<file path="src/rtl/ps2_pkg.sv">
// Shared PS/2 types and constants for the frame receiver and the key decoder.
package ps2_pkg;

  localparam int unsigned PS2_DATA_BITS  = 8;
  localparam logic [7:0]  PS2_BREAK_CODE = 8'hF0;

  typedef enum logic [1:0] {
    IDLE,
    DATA,
    PARITY,
    STOP
  } ps2_rx_state_t;

  // Returns 1 when data bits plus parity bit hold an odd number of ones.
  function automatic logic ps2_odd_parity_ok(input logic [8:0] bits);
    return ^bits;
  endfunction

endpackage

</file>
<file path="src/rtl/ps2_line_filter.sv">
// Synchroniser plus saturating-count glitch filter for one open-collector PS/2 line.
// The filtered output idles high and only changes after FILTER_LEN consecutive
// synchronised samples that all differ from its current value.
module ps2_line_filter #(
  parameter int unsigned SYNC_STAGES = 2,
  parameter int unsigned FILTER_LEN  = 4
) (
  input  logic clk,
  input  logic rst,
  input  logic raw,
  output logic filt
);

  localparam int unsigned CntW = (FILTER_LEN < 2) ? 1 : $clog2(FILTER_LEN);

  logic [SYNC_STAGES-1:0] sync_q;
  logic [CntW-1:0]        cnt_q, cnt_d;
  logic                   filt_q, filt_d;
  logic                   sample;

  assign sample = sync_q[SYNC_STAGES-1];
  assign filt   = filt_q;

  // Synchroniser chain; resets to the idle-high line level.
  always_ff @(posedge clk or posedge rst) begin
    if (rst) begin
      sync_q <= '1;
    end else begin
      sync_q <= {sync_q[SYNC_STAGES-2:0], raw};
    end
  end

  // Count consecutive samples that disagree with the filtered level; flip on the last one.
  always_comb begin
    cnt_d  = cnt_q;
    filt_d = filt_q;
    if (sample == filt_q) begin
      cnt_d = '0;
    end else if (cnt_q == CntW'(FILTER_LEN - 1)) begin
      filt_d = sample;
      cnt_d  = '0;
    end else begin
      cnt_d = cnt_q + 1'b1;
    end
  end

  // Filter state register.
  always_ff @(posedge clk or posedge rst) begin
    if (rst) begin
      cnt_q  <= '0;
      filt_q <= 1'b1;
    end else begin
      cnt_q  <= cnt_d;
      filt_q <= filt_d;
    end
  end

endmodule

</file>
<file path="src/rtl/ps2_rx_frame.sv">
// PS/2 device-to-host frame receiver: conditions the raw lines, detects PS/2 clock
// falling edges, deserialises 11-bit frames and emits one-cycle result strobes.
// Optional feature macro: PS2_RX_TIMEOUT_EN (drops a stalled partial frame with frame_err).
module ps2_rx_frame
  import ps2_pkg::*;
#(
  parameter int unsigned SYNC_STAGES    = 2,
  parameter int unsigned FILTER_LEN     = 4,
  parameter int unsigned TIMEOUT_CYCLES = 50000
) (
  input  logic       clk,
  input  logic       rst,
  input  logic       ps2_clk_in,
  input  logic       ps2_data_in,
  output logic [7:0] byte_out,
  output logic       byte_valid,
  output logic       parity_err,
  output logic       frame_err,
  output logic       busy
);

  localparam int unsigned BitCntW = $clog2(PS2_DATA_BITS);

  if (SYNC_STAGES < 2) begin : g_bad_sync
    $error("SYNC_STAGES must be at least 2");
  end
  if (TIMEOUT_CYCLES < 2) begin : g_bad_timeout
    $error("TIMEOUT_CYCLES must be at least 2");
  end

  logic filt_clk, filt_data;
  logic filt_clk_q;
  logic fall_q;

  ps2_rx_state_t      state_q, state_d;
  logic [BitCntW-1:0] bit_cnt_q, bit_cnt_d;
  logic [7:0]         sr_q, sr_d;
  logic               par_ok_q, par_ok_d;
  logic [7:0]         byte_q, byte_d;
  logic               byte_valid_q, byte_valid_d;
  logic               parity_err_q, parity_err_d;
  logic               frame_err_q, frame_err_d;
  logic               tmo_hit;

  ps2_line_filter #(
    .SYNC_STAGES (SYNC_STAGES),
    .FILTER_LEN  (FILTER_LEN)
  ) u_clk_filter (
    .clk  (clk),
    .rst  (rst),
    .raw  (ps2_clk_in),
    .filt (filt_clk)
  );

  ps2_line_filter #(
    .SYNC_STAGES (SYNC_STAGES),
    .FILTER_LEN  (FILTER_LEN)
  ) u_data_filter (
    .clk  (clk),
    .rst  (rst),
    .raw  (ps2_data_in),
    .filt (filt_data)
  );

  // Registered falling-edge strobe of the filtered PS/2 clock.
  always_ff @(posedge clk or posedge rst) begin
    if (rst) begin
      filt_clk_q <= 1'b1;
      fall_q     <= 1'b0;
    end else begin
      filt_clk_q <= filt_clk;
      fall_q     <= filt_clk_q & ~filt_clk;
    end
  end

`ifdef PS2_RX_TIMEOUT_EN
  localparam int unsigned TmoW = $clog2(TIMEOUT_CYCLES + 1);

  logic [TmoW-1:0] tmo_cnt_q, tmo_cnt_d;

  // Idle counter: restarts on every PS/2 edge and whenever no frame is in progress.
  always_comb begin
    tmo_cnt_d = tmo_cnt_q;
    if (state_q == IDLE || fall_q) begin
      tmo_cnt_d = '0;
    end else begin
      tmo_cnt_d = tmo_cnt_q + 1'b1;
    end
  end

  assign tmo_hit = (state_q != IDLE) && (tmo_cnt_q == TmoW'(TIMEOUT_CYCLES - 1));

  // Idle counter register.
  always_ff @(posedge clk or posedge rst) begin
    if (rst) begin
      tmo_cnt_q <= '0;
    end else begin
      tmo_cnt_q <= tmo_cnt_d;
    end
  end
`else
  assign tmo_hit = 1'b0;
`endif

  // Frame FSM next state; a timeout beats a coincident edge, which is then discarded.
  always_comb begin
    state_d      = state_q;
    bit_cnt_d    = bit_cnt_q;
    sr_d         = sr_q;
    par_ok_d     = par_ok_q;
    byte_d       = byte_q;
    byte_valid_d = 1'b0;
    parity_err_d = 1'b0;
    frame_err_d  = 1'b0;
    if (tmo_hit) begin
      state_d     = IDLE;
      bit_cnt_d   = '0;
      frame_err_d = 1'b1;
    end else if (fall_q) begin
      unique case (state_q)
        IDLE: begin
          // A high data line on an edge is a spurious edge, not a start bit.
          if (!filt_data) begin
            state_d   = DATA;
            bit_cnt_d = '0;
          end
        end
        DATA: begin
          sr_d      = {filt_data, sr_q[7:1]};
          bit_cnt_d = bit_cnt_q + 1'b1;
          if (bit_cnt_q == BitCntW'(PS2_DATA_BITS - 1)) begin
            state_d = PARITY;
          end
        end
        PARITY: begin
          par_ok_d = ps2_odd_parity_ok({sr_q, filt_data});
          state_d  = STOP;
        end
        STOP: begin
          state_d = IDLE;
          if (!filt_data) begin
            frame_err_d = 1'b1;
          end else if (!par_ok_q) begin
            parity_err_d = 1'b1;
          end else begin
            byte_d       = sr_q;
            byte_valid_d = 1'b1;
          end
        end
        default: state_d = IDLE;
      endcase
    end
  end

  // Frame FSM and output registers.
  always_ff @(posedge clk or posedge rst) begin
    if (rst) begin
      state_q      <= IDLE;
      bit_cnt_q    <= '0;
      sr_q         <= '0;
      par_ok_q     <= 1'b0;
      byte_q       <= '0;
      byte_valid_q <= 1'b0;
      parity_err_q <= 1'b0;
      frame_err_q  <= 1'b0;
    end else begin
      state_q      <= state_d;
      bit_cnt_q    <= bit_cnt_d;
      sr_q         <= sr_d;
      par_ok_q     <= par_ok_d;
      byte_q       <= byte_d;
      byte_valid_q <= byte_valid_d;
      parity_err_q <= parity_err_d;
      frame_err_q  <= frame_err_d;
    end
  end

  assign byte_out   = byte_q;
  assign byte_valid = byte_valid_q;
  assign parity_err = parity_err_q;
  assign frame_err  = frame_err_q;
  assign busy       = (state_q != IDLE);

endmodule

</file>
<file path="config.mk">
export PLATFORM = sky130hd
export DESIGN_NAME = ps2_rx_frame
export DESIGN_NICKNAME = d
export VERILOG_FILES = /design/src/rtl/ps2_pkg.sv /design/src/rtl/ps2_line_filter.sv /design/src/rtl/ps2_rx_frame.sv
export SDC_FILE = /design/constraint.sdc
export NUM_CORES = 1
export LEC_CHECK = 0
export ABC_AREA = 1
export BUFFER_PORTS_ARGS = -buffer_cell sky130_fd_sc_hd__buf_2
export CAP_MARGIN = 10
export CORE_UTILIZATION = 50
export CTS_BUF_LIST = sky130_fd_sc_hd__clkbuf_8
export DETAILED_ROUTE_END_ITERATION = 16
export GPL_TIMING_DRIVEN = 1
export PLACE_DENSITY = 0.71
export SLEW_MARGIN = 15
export SYNTH_ARGS = -nofsm -noshare
export SYNTH_HDL_FRONTEND = slang
export SYNTH_SLANG_ARGS = --single-unit
</file>
<file path="constraint.sdc">
create_clock -name clk -period 1.4 [get_ports clk]
set_input_delay 0.14 -clock clk [delete_from_list [all_inputs] [get_ports clk]]
set_output_delay 0.14 -clock clk [all_outputs]
set_load 0.005 [all_outputs]
</file>
Word-level counts from Yosys, hierarchy flattened
Cells that the tools add are included.
{ "word_totals": {"output_inout_bits": 12, "elab_cells": 64, "inputBits": 4, "register_bits": 37} }
{ "op_classes": {"bitwise": 4, "add_sub_neg": 3, "n_reduce_logical": 11, "mux": 20, "n_eq_ne": 10} }
{ "op_table": {"columns": ["cell", "n"], "rows": [
  ["2-bit 2-to-1 mux", 6],
  ["1-bit 2-to-1 mux", 11],
  ["9-bit XOR reduction", 1],
  ["2-bit equality test, second input constant", 4],
  ["2-bit one-hot mux with 4 select lines", 1],
  ["2-bit AND reduction", 4],
  ["3-bit one-hot mux with 2 select lines", 1],
  ["3-bit AND reduction", 2],
  ["2-bit by 1-bit adder with 2-bit output, second input constant", 2],
  ["2-bit inequality test, second input constant", 2],
  ["4-bit AND reduction", 1],
  ["2-bit nonzero test", 2],
  ["3-bit by 1-bit adder with 3-bit output, second input constant", 1],
  ["3-bit equality test, second input constant", 1],
  ["3-bit 2-to-1 mux", 1],
  ["1-bit inverter", 3],
  ["1-bit equality test", 2],
  ["2-bit by 1-bit equality test with 1-bit output, second input constant", 1],
  ["2-bit logical NOT", 1],
  ["1-bit AND", 1]
]} }

Depth between registers and ports, before layout
{ "logic_depth": {"ltp_word": 4, "mapped_depth": 9, "mapped_depth_nobuf": 9} }

Hierarchy
Synthesis repeated with hierarchy kept, for this count alone.
{ "hier_totals": {"cells_unflattened": 167, "hier_area_um2": 1656.6} }
{ "modules_own_cells": {"columns": ["mod", "n_inst", "area_per_inst_um2", "cells_each", "seq_area_each_um2"], "rows": [
  ["ps2_rx_frame", 1, 1276.2, 131, 676.9],
  ["ps2_line_filter", 2, 190.2, 18, 128.9]
]} }

Worst setup path after synthesis
Ideal clock, no wire load.
{ "synth_timing": {"path_kind": "reg2reg", "start": "reg u_data_filter.filt_q, in the netlist u_data_filter.filt", "end": "reg byte_q[0], in the netlist byte_out[0]", "setup_ps": 125, "n_path_buf": 1, "path_stages_with_launch": 5, "path_slack_ps": 115, "arrival_ps": 1160, "required_ps": 1275, "cell_sequence": "dfstp_2 > buf_6 > nand2_4 > nor2_8 > mux2_2"} }
{ "synth_via": {"elab_chain_cells": 1} }
{ "synth_rtl": {"columns": ["item", "line_no", "source"], "rows": [
  ["from (decl)", "ps2_line_filter.sv:18", "logic filt_q, filt_d;"],
  ["from (signal assigned)", "ps2_line_filter.sv:54", "filt_q <= filt_d;"],
  ["4-bit AND reduction (no source line)", null, null],
  ["to (signal assigned)", "ps2_rx_frame.sv:171", "byte_q <= byte_d;"],
  ["to (decl)", "ps2_rx_frame.sv:39", "logic [7:0] byte_q, byte_d;"]
]} }
Every way passes these cells.
A chain may end at the register's enable or synchronous reset.

Final worst setup path
{ "layout_timing": {"start": "reg state_q[0]", "end": "out busy"} }
{ "layout_via": {"elab_chain_cells": 1} }
{ "layout_rtl": {"columns": ["item", "line_no", "source"], "rows": [
  ["from (decl)", "ps2_rx_frame.sv:35", "ps2_rx_state_t state_q, state_d;"],
  ["from (signal assigned)", "ps2_rx_frame.sv:167", "state_q <= state_d;"],
  ["2-bit nonzero test", "ps2_rx_frame.sv:182", "assign busy = (state_q != IDLE);"],
  ["to (decl)", "ps2_rx_frame.sv:19", "output logic busy"]
]} }
Every way passes these cells.

==> results.yml <==
yosys:
  synthXorXnorAreaFrac_pct: 3.253
  synth_edf_count: 0
  synth-compound-area-share_pct: 7.049
  synth_mux_area_share_pct: 2.014
  yosys.cell_count.top_type: "nand2_1"
  ys_top_cells_by_area: "dfrtp_1, dfstp_2, nand2_1"
  post-synth-top-area-fraction_pct: 46.48
  synth_top_family_by_area: "simple AND/OR/NAND/NOR gates"
  synthCells: 163
  yosysSeqAreaShare_pct: 57.86
  yosys_warnings: 0
  ys_ff_latch: 37
  ys_top_cells_by_count: "nand2_1, dfrtp_1, inv_1"
  syn_avg_cell_area_sq_um: 9.910
  ys_types: 20
  synthAdderAreaFrac_pct: 6.197
  yosys.area_share.simple_pct: 17.04
  ys.flop_type: "dfrtp_1"
  yosysTopAreaCell: "dfrtp_1"
  synthesis.nets: 175
  synthArstFlopShare_pct: 100.0
  syn_area_sq_mm: 0.001615
layout:
  drive_gt1_share_pct: 23.16
  final_nets: 201
  num_antenna_cells: 0
  finalInstanceArea_sq_mm: 0.001874
  area_delta_synth_final_pct: 16.03
  fin_util_pct: 61.39
  n_fill_cell: 276
sta:
  layout_setup_ws_ps: 59.96
  fmax_mhz: 746.2
  setup_violations: 0
  slew_headroom_pct: 70.45
  min_period_over_period_pct: 95.72
  period_needed_ps: 1340
  whs_ps: 357.8
  hold_violations: 0
  slew_violations: 0
  fin_skew_ps: 6.625
  tightest_slew_ps: 443.2
worst_setup_path:
  start_kind: "flop"
  required_ps: 1260
  cp-end-kind: "primary output"
  cp_max_fo: 3
  cp_data_arrival_time_ps: 1200
  path_class: "reg -> out"
detailed_routing:
  avgRoutedWirePerCell_microns: 10.95
  drt_iter0_drc: 21
  drc: 0
  viasPerCell: 4.722
  ant_nets: 0
  vias: 1105
  routed_wl_microns: 2562
  drt_pass1_iterations: 4
place:
  post-place-ws_ps: 52.71
  port_buffers: 15
  place_congestion: 0.7615
  placed_cell_area_sq_mm: 0.001740
  hpwlAfterDp_microns: 1826
clock_tree:
  clkLatencyLatePin_ps: 290
  path_clk_slew_ps: 80
  cts_tree: "yes"
  cts.htree.levels: 2
  clock_path_buffers: 2
  cts_buffers: 5
  clock_sinks: 37
  cts-root-buf: "clkbuf_8"
grt:
  grt_use_total_pct: 17.96
  grt_pass1_wl_microns: 4450
  grt_pass1_vias: 1058
  antenna_found_initial: 0
  grt_max_degree: 38
  grt_remaining_overflow: 0
run_status:
  status: "finished clean"
floorplanning:
  dieArea_sq_mm: 0.003462
  core_area_sq_mm: 0.003053
  start_util_pct: 52.91
  placementRows: 20
  die_w_microns: 58.84
  io_pins: 16
  die_y_microns: 58.84
job:
  maxCapViolCount: 0
power:
  irDropWorstVdd_v: 0.0008767
  power.total_uw: 3500
  p_leak_uw: 0.0009806
  powerDensity_mw_per_mm2: 1867
min_path:
  hp-class: "reg -> reg"
stage by stage:
| stage | cells | setup TNS (ps) |
|---|---|---|
| final | 234 | 0 |
| after global routing | 234 | -13.96 |
| after CTS | 233 | 0 |
| after detailed placement | 222 | 0 |
| after global placement | 222 | 0 |
| after floorplan | 163 | 0 |
critical path: stages, from the launching register on:
cell	delay, ps
dfrtp_1	400
inv_1	120
ha_2	220
inv_1	60
buf_2	120
layout by cell type (no fill, tap or decap), types with 2 or more instances in the layout:
cell type and n:
o21ai_0 11, inv_1 20, dlygate4sd3_1 3, nand2_1 38
ha_1 6, xor2_1 2, mux2_2 2, buf_2 15
nor3_1 3, clkinv_2 2, dfstp_2 7, xnor2_1 4
buf_4 4, nor2_1 12, ha_2 2, clkbuf_8 5
a21oi_1 10, nand3_1 6, dfrtp_1 30
what timing repair did:
item,4_1_cts,5_1_grt
hold endpoints to repair,32,0
buffers inserted,0,1
resized for setup,0,4
hold buffers,3,0
endpoints found under the setup margin,0,10
flip-flops by register name, summed over array words and instances, names as in the netlist:
register and count:
u_clk_filter.sync_q 2, u_data_filter.filt 1, u_data_filter.sync_q 2, state_q 2, frame_err 1, sr_q 8, u_clk_filter.cnt_q 2, byte_valid 1
byte_out 8, fall_q 1, parity_err 1, u_clk_filter.filt 1, filt_clk_q 1, u_data_filter.cnt_q 2, par_ok_q 1, bit_cnt_q 3
worst paths after layout:
path | slack [ps] | end | depth (start not counted) | from
max | 60 | busy | 4 | state_q[0]
min | 360 | u_clk_filter.sync_q[1] | 0 | u_clk_filter.sync_q[0]
max reg2reg | 80 | state_q[1] | 8 | state_q[0]
min reg2reg | 360 | u_clk_filter.sync_q[1] | 0 | u_clk_filter.sync_q[0]
max in group asynchronous | 560 | u_clk_filter.sync_q[1] | 4 | rst
min in group asynchronous | 500 | u_data_filter.cnt_q[0] | 4 | rst
final cells by class:
type	instances	area [sq um]	area share (%)
well taps	44	55.05	2.937
multi-input cells	102	584.3	31.17
inverters	21	78.83	4.206
clock buffers	5	68.82	3.672
clock inverters	3	17.52	0.9346
repair buffers	22	135.1	7.210
flip-flops and latches	37	934.6	49.87
power breakdown:
group          switching [uW]  internal, uW
clock network             379           343
logic                     649           481
registers                 240          1410
total                    1270          2230
metal layers:
metal / routed length [microns] / part of all wire (%) / global-route usage [%]
met5: 0 / 0 / 0
met4: 83 / 3.2 / 14.29
met3: 94 / 3.7 / 5.275
met2: 1206 / 47 / 27.27
met1: 1177 / 46 / 21.22
kinds of logic (layout without fill, tap and decap cells):
kind of cell    after synthesis  count (layout)
mux                           3               3
buf+inv                      24              51
flops                        37              37
fa+ha+maj                     8               8
compound gates               22              22
simple gates                 63              63
xor+xnor                      6               6
Note: power is estimated with default switching activity, not from simulation.
